==> src/rtl/tlc_pkg.sv <==
// Shared constants for the traffic-light controller input front end.
//   DEF_NUM_CH, DEF_SYNC_STAGES, DEF_DEBOUNCE_CYCLES : default sizing of input_conditioner
//   CH_SENSOR, CH_WALK, CH_PROG, CH_SPARE            : named channel indices
//   cnt_width()                                      : debounce counter width for a cycle count
package tlc_pkg;

    localparam int unsigned DEF_NUM_CH          = 4;
    localparam int unsigned DEF_SYNC_STAGES     = 2;
    localparam int unsigned DEF_DEBOUNCE_CYCLES = 4;

    localparam int unsigned CH_SENSOR = 0;
    localparam int unsigned CH_WALK   = 1;
    localparam int unsigned CH_PROG   = 2;
    localparam int unsigned CH_SPARE  = 3;

    // Enough bits to hold 0..cycles.
    function automatic int unsigned cnt_width(input int unsigned cycles);
        return $clog2(cycles + 1);
    endfunction

endpackage

==> src/rtl/input_conditioner_if.sv <==
// Signal bundle between the input conditioner and its user.
//   raw_in      : asynchronous external inputs, one bit per channel
//   latch_clr   : synchronous per-channel clear of latch_out
//   level_out   : synchronized, debounced level
//   rise_pulse  : one-cycle pulse per committed 0->1
//   fall_pulse  : one-cycle pulse per committed 1->0
//   latch_out   : sticky request flag, set by a rise
//   any_latched : OR of latch_out
// master = the side driving raw_in/latch_clr; slave = the conditioner.
interface input_conditioner_if
    import tlc_pkg::*;
#(
    parameter int unsigned NUM_CH = DEF_NUM_CH
) ();

    logic [NUM_CH-1:0] raw_in;
    logic [NUM_CH-1:0] latch_clr;
    logic [NUM_CH-1:0] level_out;
    logic [NUM_CH-1:0] rise_pulse;
    logic [NUM_CH-1:0] fall_pulse;
    logic [NUM_CH-1:0] latch_out;
    logic              any_latched;

    modport master (
        output raw_in, latch_clr,
        input  level_out, rise_pulse, fall_pulse, latch_out, any_latched
    );

    modport slave (
        input  raw_in, latch_clr,
        output level_out, rise_pulse, fall_pulse, latch_out, any_latched
    );

endinterface

==> src/rtl/input_conditioner_ch.sv <==
// One input channel: synchronizer chain, debounce counter, edge pulses and sticky latch.
//   clk, reset  : clock, asynchronous active-high reset
//   raw_in      : asynchronous input bit
//   latch_clr   : synchronous clear of latch_out (a coincident rise wins)
//   level_out   : debounced level
//   rise_pulse  : registered pulse on a committed 0->1
//   fall_pulse  : registered pulse on a committed 1->0
//   latch_out   : sticky flag set by a rise
module input_conditioner_ch
    import tlc_pkg::*;
#(
    parameter int unsigned SYNC_STAGES     = DEF_SYNC_STAGES,
    parameter int unsigned DEBOUNCE_CYCLES = DEF_DEBOUNCE_CYCLES
) (
    input  logic clk,
    input  logic reset,
    input  logic raw_in,
    input  logic latch_clr,
    output logic level_out,
    output logic rise_pulse,
    output logic fall_pulse,
    output logic latch_out
);

    localparam int unsigned   CntW    = cnt_width(DEBOUNCE_CYCLES);
    localparam logic [CntW-1:0] CntLast = CntW'(DEBOUNCE_CYCLES - 1);

    logic [SYNC_STAGES-1:0] sync_q;
    logic                   sync_last;
    logic [CntW-1:0]        cnt_q;
    logic [CntW-1:0]        cnt_d;
    logic                   commit;
    logic                   level_q;
    logic                   rise_q;
    logic                   fall_q;
    logic                   latch_q;

    assign sync_last = sync_q[SYNC_STAGES-1];

    // The counter only runs while the synchronized input disagrees with the committed level,
    // so any bounce back to the committed level restarts the debounce window.
    always_comb begin
        commit = 1'b0;
        cnt_d  = cnt_q;
        if (sync_last == level_q) begin
            cnt_d = '0;
        end else if (cnt_q == CntLast) begin
            commit = 1'b1;
            cnt_d  = '0;
        end else begin
            cnt_d = cnt_q + 1'b1;
        end
    end

    always_ff @(posedge clk or posedge reset) begin
        if (reset) begin
            sync_q  <= '0;
            cnt_q   <= '0;
            level_q <= 1'b0;
            rise_q  <= 1'b0;
            fall_q  <= 1'b0;
            latch_q <= 1'b0;
        end else begin
            sync_q <= {sync_q[SYNC_STAGES-2:0], raw_in};
            cnt_q  <= cnt_d;
            if (commit) begin
                level_q <= sync_last;
            end
            rise_q <= commit & sync_last;
            fall_q <= commit & ~sync_last;
            // Set has priority over clear so a request arriving with a clear is not lost.
            if (commit && sync_last) begin
                latch_q <= 1'b1;
            end else if (latch_clr) begin
                latch_q <= 1'b0;
            end
        end
    end

    assign level_out  = level_q;
    assign rise_pulse = rise_q;
    assign fall_pulse = fall_q;
    assign latch_out  = latch_q;

endmodule

==> src/rtl/input_conditioner.sv <==
// Multi-channel input conditioner: NUM_CH independent input_conditioner_ch instances
// plus the any_latched summary.
//   clk, reset : clock, asynchronous active-high reset
//   bus        : input_conditioner_if slave (raw_in, latch_clr in; level/pulses/latch out)
module input_conditioner
    import tlc_pkg::*;
#(
    parameter int unsigned NUM_CH          = DEF_NUM_CH,
    parameter int unsigned SYNC_STAGES     = DEF_SYNC_STAGES,
    parameter int unsigned DEBOUNCE_CYCLES = DEF_DEBOUNCE_CYCLES
) (
    input  logic                 clk,
    input  logic                 reset,
    input_conditioner_if.slave   bus
);

    logic [NUM_CH-1:0] level_out;
    logic [NUM_CH-1:0] rise_pulse;
    logic [NUM_CH-1:0] fall_pulse;
    logic [NUM_CH-1:0] latch_out;

    for (genvar i = 0; i < NUM_CH; i++) begin : g_ch
        input_conditioner_ch #(
            .SYNC_STAGES     (SYNC_STAGES),
            .DEBOUNCE_CYCLES (DEBOUNCE_CYCLES)
        ) u_ch (
            .clk        (clk),
            .reset      (reset),
            .raw_in     (bus.raw_in[i]),
            .latch_clr  (bus.latch_clr[i]),
            .level_out  (level_out[i]),
            .rise_pulse (rise_pulse[i]),
            .fall_pulse (fall_pulse[i]),
            .latch_out  (latch_out[i])
        );
    end

    assign bus.level_out   = level_out;
    assign bus.rise_pulse  = rise_pulse;
    assign bus.fall_pulse  = fall_pulse;
    assign bus.latch_out   = latch_out;
    assign bus.any_latched = |latch_out;

endmodule

==> src/flat_wrapper.sv <==
// flat-port wrapper written by rule: the top's interface ports become plain ports
module input_conditioner_flat import tlc_pkg::*;
#(
    parameter int unsigned NUM_CH          = DEF_NUM_CH,
    parameter int unsigned SYNC_STAGES     = DEF_SYNC_STAGES,
    parameter int unsigned DEBOUNCE_CYCLES = DEF_DEBOUNCE_CYCLES
)
  (clk, reset, bus_raw_in, bus_latch_clr, bus_level_out, bus_rise_pulse, bus_fall_pulse, bus_latch_out, bus_any_latched);
  input_conditioner_if #(.NUM_CH(NUM_CH)) bus_i ();
  input  logic clk;
  input  logic reset;
  input wire logic [$bits(bus_i.raw_in)-1:0] bus_raw_in;
  input wire logic [$bits(bus_i.latch_clr)-1:0] bus_latch_clr;
  output wire logic [$bits(bus_i.level_out)-1:0] bus_level_out;
  output wire logic [$bits(bus_i.rise_pulse)-1:0] bus_rise_pulse;
  output wire logic [$bits(bus_i.fall_pulse)-1:0] bus_fall_pulse;
  output wire logic [$bits(bus_i.latch_out)-1:0] bus_latch_out;
  output wire logic [$bits(bus_i.any_latched)-1:0] bus_any_latched;
  assign bus_i.raw_in = bus_raw_in;
  assign bus_i.latch_clr = bus_latch_clr;
  assign bus_level_out = bus_i.level_out;
  assign bus_rise_pulse = bus_i.rise_pulse;
  assign bus_fall_pulse = bus_i.fall_pulse;
  assign bus_latch_out = bus_i.latch_out;
  assign bus_any_latched = bus_i.any_latched;
  input_conditioner #(.NUM_CH(NUM_CH), .SYNC_STAGES(SYNC_STAGES), .DEBOUNCE_CYCLES(DEBOUNCE_CYCLES)) u_core (.clk(clk), .reset(reset), .bus(bus_i));
endmodule
==> config.mk <==
export PLATFORM = sky130hd
export DESIGN_NAME = input_conditioner_flat
export DESIGN_NICKNAME = d
export VERILOG_FILES = /design/src/rtl/tlc_pkg.sv /design/src/rtl/input_conditioner_if.sv /design/src/rtl/input_conditioner_ch.sv /design/src/rtl/input_conditioner.sv /design/src/flat_wrapper.sv
export SDC_FILE = /design/constraint.sdc
export NUM_CORES = 1
export LEC_CHECK = 0
export CAP_MARGIN = 20
export CORE_MARGIN = 2
export CORE_UTILIZATION = 40
export CTS_BUF_LIST = sky130_fd_sc_hd__clkbuf_4 sky130_fd_sc_hd__clkbuf_8
export CTS_CLUSTER_SIZE = 40
export DETAILED_ROUTE_END_ITERATION = 6
export DONT_BUFFER_PORTS = 1
export PLACE_DENSITY = 0.61
export SYNTH_ARGS = -nofsm -noshare
export SYNTH_HDL_FRONTEND = slang
export SYNTH_SLANG_ARGS = --single-unit
export TNS_END_PERCENT = 10
==> constraint.sdc <==
create_clock -name clk -period 1.5 [get_ports clk]
set_input_delay 0.3 -clock clk [delete_from_list [all_inputs] [get_ports clk]]
set_output_delay 0.3 -clock clk [all_outputs]
set_load 0.03 [all_outputs]
==> results of run 1 <==
-- synthesized netlist by cell type (3+ instances only) --
cell / instances
ha_1: 4
nand2b_1: 4
inv_1: 7
dfrtp_1: 36
xnor2_1: 4
nor3_1: 4
nor3b_1: 9
buf_4: 16
mux2_2: 3
-- power groups by stage --
| stage | combinational [mW] | clock [mW] | sequential, mW |
|---|---|---|---|
| final | 0.615 | 0.500 | 1.41 |
| after global placement | 0.582 | 0 | 1.42 |
| after floorplan | 0.725 | 0 | 1.27 |
| after global routing | 0.685 | 0.570 | 1.44 |
| after CTS | 0.612 | 0.524 | 1.41 |
| after detailed placement | 0.600 | 0 | 1.43 |
-- metrics by stage --
stage	power (mW)	utilization (%)	hold slack, ns	setup TNS (ns)	setup slack [ns]
2_1_floorplan	2.00	-	0.331	0	0.359
3_3_place_gp	2.00	41.7	0.314	0	0.341
3_5_place_dp	2.03	41.7	0.320	0	0.294
4_1_cts	2.55	44.8	0.0260	0	0.0128
5_1_grt	2.70	45.3	0.0143	-0.0206	-0.0206
6_report	2.53	45.3	0.0464	0	0.0548
-- what timing repair did --
item | in CTS | in global routing
endpoints found under the hold margin | 40 | 0
hold buffers | 5 | 0
setup buffers | 0 | 2
setup endpoints to repair | 0 | 1
gates resized for setup | 0 | 3
-- worst reg2reg max path: stages, from the launching register on --
cell and delay, ns:
dfrtp_1 0.37, ha_1 0.21, nor2b_4 0.18, mux2_2 0.34
-- worst min-delay path by stage --
stage	start	slack, ns	cells past startpoint	end
after floorplan	u_core.g_ch[0].u_ch.sync_q[0]$_DFF_PP0_	0.33	0	u_core.g_ch[0].u_ch.sync_q[1]$_DFF_PP0_
after global placement	reset	0.31	2	u_core.g_ch[0].u_ch.sync_q[0]$_DFF_PP0_
after detailed placement	reset	0.32	2	u_core.g_ch[0].u_ch.sync_q[0]$_DFF_PP0_
after CTS	bus_latch_clr[2]	0.03	1	u_core.g_ch[2].u_ch.latch_out$_DFFE_PP0P_
after global routing	bus_latch_clr[2]	0.01	1	u_core.g_ch[2].u_ch.latch_out$_DFFE_PP0P_
final	bus_latch_clr[2]	0.05	1	u_core.g_ch[2].u_ch.latch_out$_DFFE_PP0P_
-- per-layer routing --
layer	GRT usage, %	up-vias	routed length (um)
met3	6.16	4	198
met5	0	-	0
met2	16.3	31	904
li1	-	343	-
met1	11.3	354	817
met4	7.34	0	24
-- area by class of cell --
type | instances | area [um^2] | share of cell area [%]
clock buffers | 5 | 37.5 | 2.45
flip-flops and latches | 36 | 901 | 58.7
inverters | 7 | 26.3 | 1.71
multi-input cells | 45 | 383 | 25.0
repair buffers | 13 | 110 | 7.18
clock inverters | 3 | 18.8 | 1.22
well taps | 46 | 57.6 | 3.75
-- flip-flops by register name, indices dropped and copies added, names as in the netlist --
signal,cells
u_core.g_ch.u_ch.latch_out,4
u_core.g_ch.u_ch.cnt_q,12
u_core.g_ch.u_ch.fall_pulse,4
u_core.g_ch.u_ch.level_out,4
u_core.g_ch.u_ch.rise_pulse,4
u_core.g_ch.u_ch.sync_q,8
-- cell families (layout without fill, tap and decap cells) --
kind of cell               Yosys count  after routing
AOI/OAI and AO/OA                    4              4
xor gates and xnor gates             4              4
adders and majority gates            4              4
buffers and inverters               23             28
DFF                                 36             36
muxes                                4              4
and+or+nand+nor                     29             29
==> impl_metrics.csv, run 1 <==
group,metric,value,unit
critical_path,path_buf_inv,1,
floorplan,die_area,4070,um^2
sta,worstMarginPinSlew,0.433,ns
synthesis,ys_types,22,
synthesis,async_reset_ff_share,100,%
pwr,p_clk_share,19.8,%
synthesis,ys_ff_latch,36,
synthesis,ys_seq_area_share,63.0,%
placed_design,numPortBuffers,0,
critical_path,r2r_slack,0.29,ns
placed_design,place_area,1410,um^2
critical_path,cp-start-kind,"flop",
pwr,p_per_area,1650,nW/um^2
critical_path,path_class,"reg -> out",
global_route,grt_overflow,0,
placed_design,dp.cells,140,
sta,slew_viol_final,0,
global_route,first_global_vias,731,
global_route,grt_use_total,10.8,%
synthesis,avgSynthCellArea,13.8,um^2
routing,drt-initial-drc-count,19,
routing,antenna_left,0,
floorplan,row_count,21,
global_route,grt_max_degree,37,
routing,drc,0,
layout,finalNonFillerCells,155,
critical_path,cp.required,1.20,ns
clock_network,cts_buffers,5,
routing,wire_per_inst,12.5,um
pwr,vdd_drop_max,0.000694,V
global_route,grt_pass1_wl,3.19,mm
floorplan,die_x,63.8,um
clock_network,cts_num_sinks,36,
critical_path,path_delay_family,"flip-flops",
layout,mostFrequentLayoutCell,"dfrtp_1",
critical_path,cp-end-kind,"output port",
synthesis,synthTopCellsByArea,"dfrtp_1 (63%), buf_4 (8.4%), nor3b_1 (4.7%)",
floorplan,dieHeight,63.8,um
clock_network,cts_tree,"built",
routing,vias_per_cell,4.72,
pwr,p_int,1.63,mW
placed_design,globalplace.congestion,0.730,
routing,drt_pass1_iterations,4,
pwr,p_switching,0.896,mW
pwr,share_comb_of_total_power,24.3,%
sta,finalSetupViolCount,0,
synthesis,synth-simple-area-share,15.3,%
clock_network,clk_path_buf_depth,2,
min_path,min-delay-path-class,"in -> reg",
synthesis,syn_inst,104,
synthesis,synth_top_family_by_area,"simple AND/OR/NAND/NOR gates",
floorplan,ioPinCount,27,
routing,vias,732,
sta,finClkSkew,0.0109,ns
synthesis,synth_area,1430,um^2
outcome,run_status,"finished, final reports clean",
floorplan,initial_core_util,42.2,%
critical_path,endpoint,"bus_any_latched",
layout,final_cell_area,1530,um^2
pwr,pwr-share-seq,55.9,%
global_route,antenna_found_initial,0,
critical_path,cp.arrival,1.15,ns
critical_path,worst-path-max-fanout,2,
synthesis,synthXorXnorAreaFrac,2.45,%
placed_design,hpwl,1.34,mm
layout,drive_above_1_share,26.6,%
critical_path,path_depth,2,
floorplan,core_area,3390,um^2
synthesis,yosysTopAreaCellShare,63.0,%
critical_path,setup.worst_path.start,"u_core.g_ch[0].u_ch.latch_out$_DFFE_PP0P_",
clock_network,cts-root-buf,"clkbuf_4",
sta,finalHoldViolations,0,
layout,final_cell_mix,"dfrtp_1 (36), nor3b_1 (9), buf_4 (8)",
synthesis,synth_mux_area_share,3.41,%
critical_path,cpMaxStageDelayCell,"dfrtp_1",
clock_network,h-tree-depth,2,
synthesis,synth-adder-area-share,3.50,%
sta,finalCriticalPeriod,1.45,ns
clock_network,clk_latency,0.33,ns
synthesis,synth_nets,118,
synthesis,synth_ff_type,"dfrtp_1",
critical_path,r2r_cells,3,
pwr,p_leak,0.722,nW
sta,finalCritPeriodShare,96.3,%
sta,max_slew_margin,71.1,%
critical_path,worstPathCellList,"inv_2, nand4_1",
layout,fillerInstances,300,
sta,grt_setup_unrepaired,"true",
critical_path,reg2reg_from,"u_core.g_ch[0].u_ch.cnt_q[0]$_DFF_PP0_",
sta,maxClockFrequency,0.692,GHz
critical_path,max_stage_delay,0.41,ns
routing,wirelength,1.94,mm
synthesis,synth-edff-count,0,
layout,fin_nets,122,
layout,antenna_cells,0,
layout,syn2layout_area_growth,7.26,%
synthesis,yosysWarnings,0,
critical_path,rr_endpoint,"u_core.g_ch[0].u_ch.level_out$_DFFE_PP0P_",
clock_network,path_clk_slew,0.11,ns
pwr,swShare,35.4,%
synthesis,synth_compound_area_share,2.10,%
flow_run,maxCapViolCount,0,
synthesis,synth_top_area_cell,"dfrtp_1",
Power figures use the tool's default switching activity.
==> run 2: changes to the inputs <==
--- a/config.mk
+++ b/config.mk
@@ -6,7 +6,7 @@
 export NUM_CORES = 1
 export LEC_CHECK = 0
 export CAP_MARGIN = 20
-export CORE_MARGIN = 2
+export CORE_MARGIN = 4
 export CORE_UTILIZATION = 40
 export CTS_BUF_LIST = sky130_fd_sc_hd__clkbuf_4 sky130_fd_sc_hd__clkbuf_8
 export CTS_CLUSTER_SIZE = 40
==> impl_metrics.csv, run 2 (synthesis gave the netlist of run 1 again) <==
group,metric,value,unit
outcome,run_status,"finished, final reports clean",
placed_design,place_area,1420,um^2
routing,drt-initial-drc-count,46,
sta,grt_setup_unrepaired,"false",
layout,fin_nets,121,
sta,max_slew_margin,70.5,%
routing,vias,710,
sta,finalCriticalPeriod,1.46,ns
floorplan,core_area,3390,um^2
critical_path,cpMaxStageDelayCell,"dfrtp_2",
placed_design,hpwl,1.53,mm
critical_path,reg2reg_from,"u_core.g_ch[3].u_ch.cnt_q[0]$_DFF_PP0_",
critical_path,r2r_slack,0.30,ns
critical_path,setup.worst_path.start,"u_core.g_ch[0].u_ch.latch_out$_DFFE_PP0P_",
critical_path,cp-start-kind,"flop",
routing,drc,0,
critical_path,endpoint,"bus_any_latched",
placed_design,globalplace.congestion,0.676,
critical_path,path_class,"reg -> out",
critical_path,path_depth,3,
critical_path,cp.arrival,1.16,ns
layout,top_regs,"u_core.g_ch.u_ch.cnt_q x12, u_core.g_ch.u_ch.sync_q x8",
clock_network,cts-root-buf,"clkbuf_4",
clock_network,h-tree-depth,2,
critical_path,r2r_cells,3,
routing,vias_per_cell,4.61,
critical_path,path_delay_family,"flip-flops",
critical_path,cp-end-kind,"output port",
clock_network,clk_path_buf_depth,2,
global_route,grt_pass1_wl,3.39,mm
min_path,min-delay-path-class,"in -> reg",
floorplan,dieHeight,67.8,um
floorplan,initial_core_util,42.2,%
routing,dr_wl_met2,987,um
layout,antenna_cells,0,
sta,slew_viol_final,0,
critical_path,path_buf_inv,2,
sta,worstMarginPinSlew,0.443,ns
sta,finalSetupViolCount,0,
layout,final-seq-area,902,um^2
routing,wire_per_inst,13.3,um
clock_network,path_clk_slew,0.10,ns
floorplan,die_x,67.8,um
pwr,p_leak,0.718,nW
routing,wl_met3,174,um
sta,tns,0,ns
layout,drive_above_1_share,25.0,%
global_route,grt_overflow,0,
clock_network,cts_num_sinks,36,
pwr,vdd_drop_max,0.000667,V
routing,m1WireLength,818,um
critical_path,max_stage_delay,0.50,ns
layout,fillerInstances,308,
critical_path,cp.required,1.20,ns
critical_path,worstPathCellList,"inv_2, nand4_1, buf_4",
sta,finClkSkew,0.00741,ns
layout,multi_input_area,383,um^2
clock_network,cts_buffers,5,
layout,top_register,"u_core.g_ch.u_ch.cnt_q",
clock_network,cts_tree,"built",
floorplan,row_count,21,
layout,syn2layout_area_growth,7.52,%
placed_design,numPortBuffers,0,
routing,antenna_left,0,
global_route,antenna_found_initial,0,
global_route,grt_use_total,10.8,%
layout,final_cell_mix,"dfrtp_1 (35), nor3b_1 (9), clkbuf_4 (7), buf_4 (7), inv_1 (6)",
layout,mostFrequentLayoutCell,"dfrtp_1",
clock_network,clk_latency,0.33,ns
critical_path,worst-path-max-fanout,2,
layout,final_cell_area,1540,um^2
sta,finalCritPeriodShare,97.2,%
pwr,p_per_area,1690,nW/um^2
global_route,grt_max_degree,23,
layout,largest_reg_flops,12,
floorplan,ioPinCount,27,
global_route,first_global_vias,749,
critical_path,rr_endpoint,"u_core.g_ch[3].u_ch.level_out$_DFFE_PP0P_",
routing,wirelength,2.04,mm
sta,maxClockFrequency,0.686,GHz
sta,finalHoldViolations,0,
floorplan,die_area,4600,um^2
routing,dr.max_layer_used,"met4",
routing,drt_pass1_iterations,4,
flow_run,maxCapViolCount,0,
run 2: area by class of cell:
| cell class | count | share of cell area, % |
|---|---|---|
| clock buffer | 8 | 4.31 |
| inverter | 7 | 1.71 |
| multi-input combinational | 45 | 24.9 |
| sequential | 36 | 58.7 |
| tap | 46 | 3.74 |
| timing repair buffer | 12 | 6.67 |
run 2: how the worst min path moves through the flow:
stage	start	to	slack [ns]	cells past startpoint
after global placement	reset	u_core.g_ch[3].u_ch.rise_pulse$_DFF_PP0_	0.22	2
after detailed placement	reset	u_core.g_ch[3].u_ch.rise_pulse$_DFF_PP0_	0.23	2
after global routing	bus_latch_clr[2]	u_core.g_ch[2].u_ch.latch_out$_DFFE_PP0P_	0.04	1
after CTS	bus_latch_clr[2]	u_core.g_ch[2].u_ch.latch_out$_DFFE_PP0P_	0.03	1
final	bus_latch_clr[2]	u_core.g_ch[2].u_ch.latch_out$_DFFE_PP0P_	0.05	1
after floorplan	u_core.g_ch[0].u_ch.sync_q[0]$_DFF_PP0_	u_core.g_ch[0].u_ch.sync_q[1]$_DFF_PP0_	0.33	0
run 2: worst register-to-register path: cells and delay by family, from the launching register on:
kind                     cells  cell delay, ns
adder cells (fa/ha/maj)      1            0.25
flip-flops                   1            0.40
multiplexers                 1            0.33
AND/OR/NAND/NOR              1            0.11
run 2: routing by layer:
metal,track usage (%),vias to the layer above
met5,0,-
met1,11.9,346
li1,-,334
met4,8.19,0
met3,5.32,7
met2,15.9,23
run 2: where the power goes:
part	total [mW]	internal [mW]	switching [mW]
sequential	1.42	1.15	0.273
combinational	0.612	0.311	0.302
clock	0.569	0.268	0.301
run 2: repair_timing:
item	in CTS	in global routing
resized for setup	2	0
endpoints found under the hold margin	40	0
hold buffers	5	0
setup endpoints to repair	1	0
buffers inserted	0	0
run 2: per-stage QoR:
stage | util [%] | hold slack [ns] | power (mW) | cells | worst slack [ns]
after floorplan | - | 0.331 | 2.00 | 104 | 0.359
after global placement | 41.9 | 0.224 | 2.02 | 141 | 0.338
after detailed placement | 41.9 | 0.226 | 2.06 | 141 | 0.312
after CTS | 45.4 | 0.0314 | 2.65 | 154 | 0.0146
after global routing | 45.4 | 0.0385 | 2.77 | 154 | 0.000969
final | 45.4 | 0.0549 | 2.60 | 154 | 0.0420
==> RTL edit 1 (flow settings as in run 2) <==
The package constant `DEF_NUM_CH` goes from 4 to 8.
--- a/src/rtl/tlc_pkg.sv
+++ b/src/rtl/tlc_pkg.sv
@@ -6,3 +6,3 @@
 
-    localparam int unsigned DEF_NUM_CH          = 4;
+    localparam int unsigned DEF_NUM_CH          = 8;
     localparam int unsigned DEF_SYNC_STAGES     = 2;
Interface: changed (6 resized); port bits go from 27 to 51. No check against the original RTL was run, so the function may have changed too.
==> RTL edit 1 against run 2 <==
  * The run now ends with negative setup slack left
  * Clock power grew to 3.0 times the old value
  * Count of clock-buffer cells in the layout up 2
  * Power is 120% higher
  * First-iteration DRC count is 59% lower
  * Synthesized area up 100%
  * Final cell count is 100% higher
  * Wire length grew 100%
  * Worst setup slack got worse by 0.17 ns
  * Sequential cell count rose by 36
  * Sequential share of layout area decreased by 2.3 points
  * Non-clock buffer count increased by 12
  * Design area is 110% higher
  * Clock skew shrank 0.00076 ns
  * Highest routed layer unchanged
==> RTL edit 1: results (changes against run 2) <==
Power and ir drop
  – Max VDD drop: 749 µV (was 667 µV)
  – Lkg Pwr: 1.46 nW (was 0.718 nW)

Status
  – Violated checks: negative setup slack
  – Status: finished with violations (was finished, final reports clean)

Detailed routing
  – Routed vias: 1412 (was 710)
  – Avg Vias per Cell: 4.53 (was 4.61)
  – Iteration-0 DRC Markers: 19 (was 46)
  – Drt first pass iters: 3 (was 4)
  – Wire length per cell: 13.3 µm (about the same)

Synthesis
  – Synth Area in Compound Gates: 1.93% (was 2.10%)
  – Post-synthesis xor/xnor area fraction: 2.45% (about the same)
  – Mapped Avg Cell Area: 13.7 µm² (was 13.8 µm²)
  – Mapped Nets: 234 (was 118)
  – Commonest cells post-synth: 72 x dfrtp_1, 32 x buf_4, 21 x nor3b_1 (was 36 x dfrtp_1, 16 x buf_4, 9 x nor3b_1)
  – Count of cell types in the netlist: 23 (was 22)
  – Sequential fraction of the synthesis area: 63.1% (was 63.0%)
  – Post-synthesis adder-cell area fraction: 3.51% (was 3.50%)

Setup path
  – CP startpoint: u_core.g_ch[7].u_ch.latch_out (was u_core.g_ch[0].u_ch.latch_out)
  – Slowest cell on the critical path: dfrtp_1 (was dfrtp_2)
  – Largest stage delay on the critical path: 0.39 ns (was 0.50 ns)
  – WP data arrival: 1.33 ns (was 1.16 ns)

Timing
  – Slew margin rel.: 65.9% (was 70.5%)
  – Setup violations, final: 1 (was 0)
  – Hold slack final: 0.0388 ns (was 0.0549 ns)
  – Worst Clk Skew: 0.00665 ns (was 0.00741 ns)
  – Fin worst setup slack: -0.130 ns (was 0.0420 ns)

GRT
  – Global-route wire length before repair: 6870 µm (was 3390 µm)

Placed design
  – Detailed Place HPWL: 2930 µm (was 1530 µm)
  – Placed insts: 285 (was 141)
  – Dpl ws: 0.193 ns (was 0.312 ns)

Layout
  – Share of layout cells above drive strength 1: 24.1% (was 25.0%)
  – Layout Nets: 237 (was 121)

Worst hold path
  – Hold path startpoint: bus_latch_clr[1] (was bus_latch_clr[2])
  – Hold endpoint: u_core.g_ch[1].u_ch.latch_out (was u_core.g_ch[2].u_ch.latch_out)

Clock tree
  – Clk pin slew, worst setup/hold paths: 0.08 ns (was 0.10 ns)
  – CTS root buf: clkbuf_8 (was clkbuf_4)
[RTL edit 1: routing by layer]
layer	vias up	part of all wire, %	track usage, %
li1	674	-	-
met1	679	44	12.9
met3	11	11	6.17
met5	-	0	0
met2	48	42	14.6
met4	0	2.7	6.68
[RTL edit 1: area by class of cell]
type                            count  area (µm²)
Sequential cell                    72        1800
Inverter                           11        45.0
Clock buffer                       10         138
Timing Repair Buffer               24         231
Tap cell                           96         120
Clock inverter                      6        82.6
Fill cell                         620        3670
Multi-Input combinational cell     93         781
[RTL edit 1: timing repair]
action / 4_1_cts / 5_1_grt
pin swaps: 1 / 1
hold endpoints to repair: 27 / 0
setup buffers: 0 / 2
gates resized for setup: 2 / 1
setup endpoints to repair: 1 / 1
hold buffers: 9 / 0
[RTL edit 1: report_power, final]
group	internal, mW	leakage [nW]	switching, mW
combinational	0.675	0.418	0.614
clock	0.973	0.112	0.710
sequential	2.30	0.934	0.534
==> RTL edit 2 (flow settings as in run 2) <==
Without the edit above. Reset style: synchronous (`reset`), changed in one clocked block. Comments in the files are not updated.
--- a/src/rtl/input_conditioner_ch.sv
+++ b/src/rtl/input_conditioner_ch.sv
@@ -54,3 +54,3 @@
 
-    always_ff @(posedge clk or posedge reset) begin
+    always_ff @(posedge clk) begin
         if (reset) begin
Check against the original RTL: differs if reset is asserted again (counterexample within 10 cycles, from zero or initial values and one cycle with reset high); with reset held inactive, the same outputs for 10 cycles.
==> RTL edit 2 against run 2 <==
  * The flow now finishes with violations (negative setup slack)
  * Worst setup slack worse by 0.095 ns
  * Highest routed layer unchanged
  * Synthesized area is 2.2% lower
  * Design area is 4.7% lower
  * Critical path type unchanged
  * Wire length is 2.0% higher
  * Sequential cell count stayed put
  * Register-to-register slack worse by 0.14 ns
Power is not compared: it rests on default switching activity, and its combinational part moved more than twofold at a synthesized area within 25%.
==> RTL edit 2: results (changes against run 2) <==
Status
  – Status: finished with violations (was finished, final reports clean)
  – Violated checks: negative setup slack

Detailed routing
  – Routed WL: 2080 µm (was 2040 µm)
  – Met3 wire length: 148 µm (was 174 µm)
  – Avg Vias per Cell: 4.71 (was 4.61)
  – Metal-1 WL: 844 µm (was 818 µm)
  – Residual DRC: 0 (unchanged)
  – Drt first pass iters: 2 (was 4)

Worst hold path
  – Hold path startpoint: reset (was bus_latch_clr[2])
  – Hold endpoint: u_core.g_ch[2].u_ch.sync_q[1] (was u_core.g_ch[2].u_ch.latch_out)

Synthesis
  – Mapped Nets: 135 (was 118)
  – Sequential fraction of the synthesis area: 51.5% (was 63.0%)
  – Commonest cells post-synth: 36 x dfxtp_1, 17 x buf_4, 8 x ha_1, 8 x nor2b_1, 8 x nor4_1 (was 36 x dfrtp_1, 16 x buf_4, 9 x nor3b_1)
  – Most used DFF post-synth: dfxtp_1 (was dfrtp_1)
  – Share of synthesized registers carrying an async set or reset: 0% (was 100%)
  – Count of cell types in the netlist: 19 (was 22)

GRT
  – Largest net degree at the start of global routing: 37 (was 23)
  – Global-route wire length before repair: 3240 µm (was 3390 µm)
  – Met3 Use GR: 6.49% (was 5.32%)
  – Vias in the first global route: 762 (was 749)
  – Total Routing Usage GR: 10.3% (was 10.8%)
  – M1 GR Usage: 10.1% (was 11.9%)
  – Grt met2 use: 16.9% (was 15.9%)

Layout
  – # fillers: 328 (was 308)
  – Layout Nets: 134 (was 121)
  – Share of layout cells above drive strength 1: 24.8% (was 25.0%)
  – Largest regs: u_core.g_ch.u_ch.cnt_q (12), u_core.g_ch.u_ch.sync_q (8) (unchanged)

Setup path
  – Worst path top cell family by delay: simple AND/OR/NAND/NOR gates (was flip-flops)
  – FF-to-FF End: u_core.g_ch[2].u_ch.latch_out (was u_core.g_ch[3].u_ch.level_out)
  – Reg2reg start: u_core.g_ch[2].u_ch.cnt_q[0] (was u_core.g_ch[3].u_ch.cnt_q[0])
  – WP data arrival: 1.25 ns (was 1.16 ns)
  – Slowest cell on the critical path: or4_4 (was dfrtp_2)
  – Reg2Reg Depth: 4 (was 3)
  – Worst reg2reg setup slack: 0.16 ns (was 0.30 ns)
  – Largest stage delay on the critical path: 0.60 ns (was 0.50 ns)
  – CP startpoint: u_core.g_ch[3].u_ch.latch_out (was u_core.g_ch[0].u_ch.latch_out)

Clock tree
  – Resized Gates After CTS: 1 (was 2)
  – CTS root buf: clkbuf_4 (unchanged)
  – Num CTS Buffers: 5 (unchanged)

Placed design
  – Detailed Place HPWL: 1510 µm (was 1530 µm)
  – Dpl ws: 0.183 ns (was 0.312 ns)
  – Placed Area: 1380 µm² (was 1420 µm²)
  – Placed insts: 154 (was 141)
  – IO Port Bufs: 0 (unchanged)

Timing
  – Hold slack final: 0.0337 ns (was 0.0549 ns)
  – Slew margin rel.: 79.7% (was 70.5%)
  – Fin Setup TNS: -0.0531 ns (was 0 ns)
  – Fin worst setup slack: -0.0531 ns (was 0.0420 ns)
  – Worst Clk Skew: 0.00594 ns (was 0.00741 ns)
  – Setup violations, final: 1 (was 0)

Power and ir drop
  – Total power: 1.56 mW
## RTL edit 2: cell count changes after synthesis, moves of 4 or more
cell	run 2	this run
and4bb_2	0	4
dfrtp_1	36	0
dfxtp_1	0	36
ha_1	4	8
mux2i_1	0	4
nand2b_1	4	0
nor2b_1	1	8
nor3_1	4	0
nor3b_1	9	4
nor4_1	0	8
or2_1	0	4
## RTL edit 2: layout make-up
| class | instances | area, µm² | area share, % |
|---|---|---|---|
| sequential | 36 | 722 | 49.3 |
| multi-input combinational | 57 | 512 | 34.9 |
| timing repair buffer | 12 | 92.6 | 6.32 |
| clock buffer | 8 | 66.3 | 4.53 |
| tap | 46 | 57.6 | 3.93 |
| inverter | 4 | 15.0 | 1.02 |
## RTL edit 2: cell families (layout without fill, tap and decap cells)
kind of cell	after synthesis	count (layout)	synth area share, %
simple gates	41	41	23.8
xor+xnor	4	4	2.50
buf+inv	24	24	12.2
flops	36	36	51.5
fa+ha+maj	8	8	7.16
mux	4	4	2.86
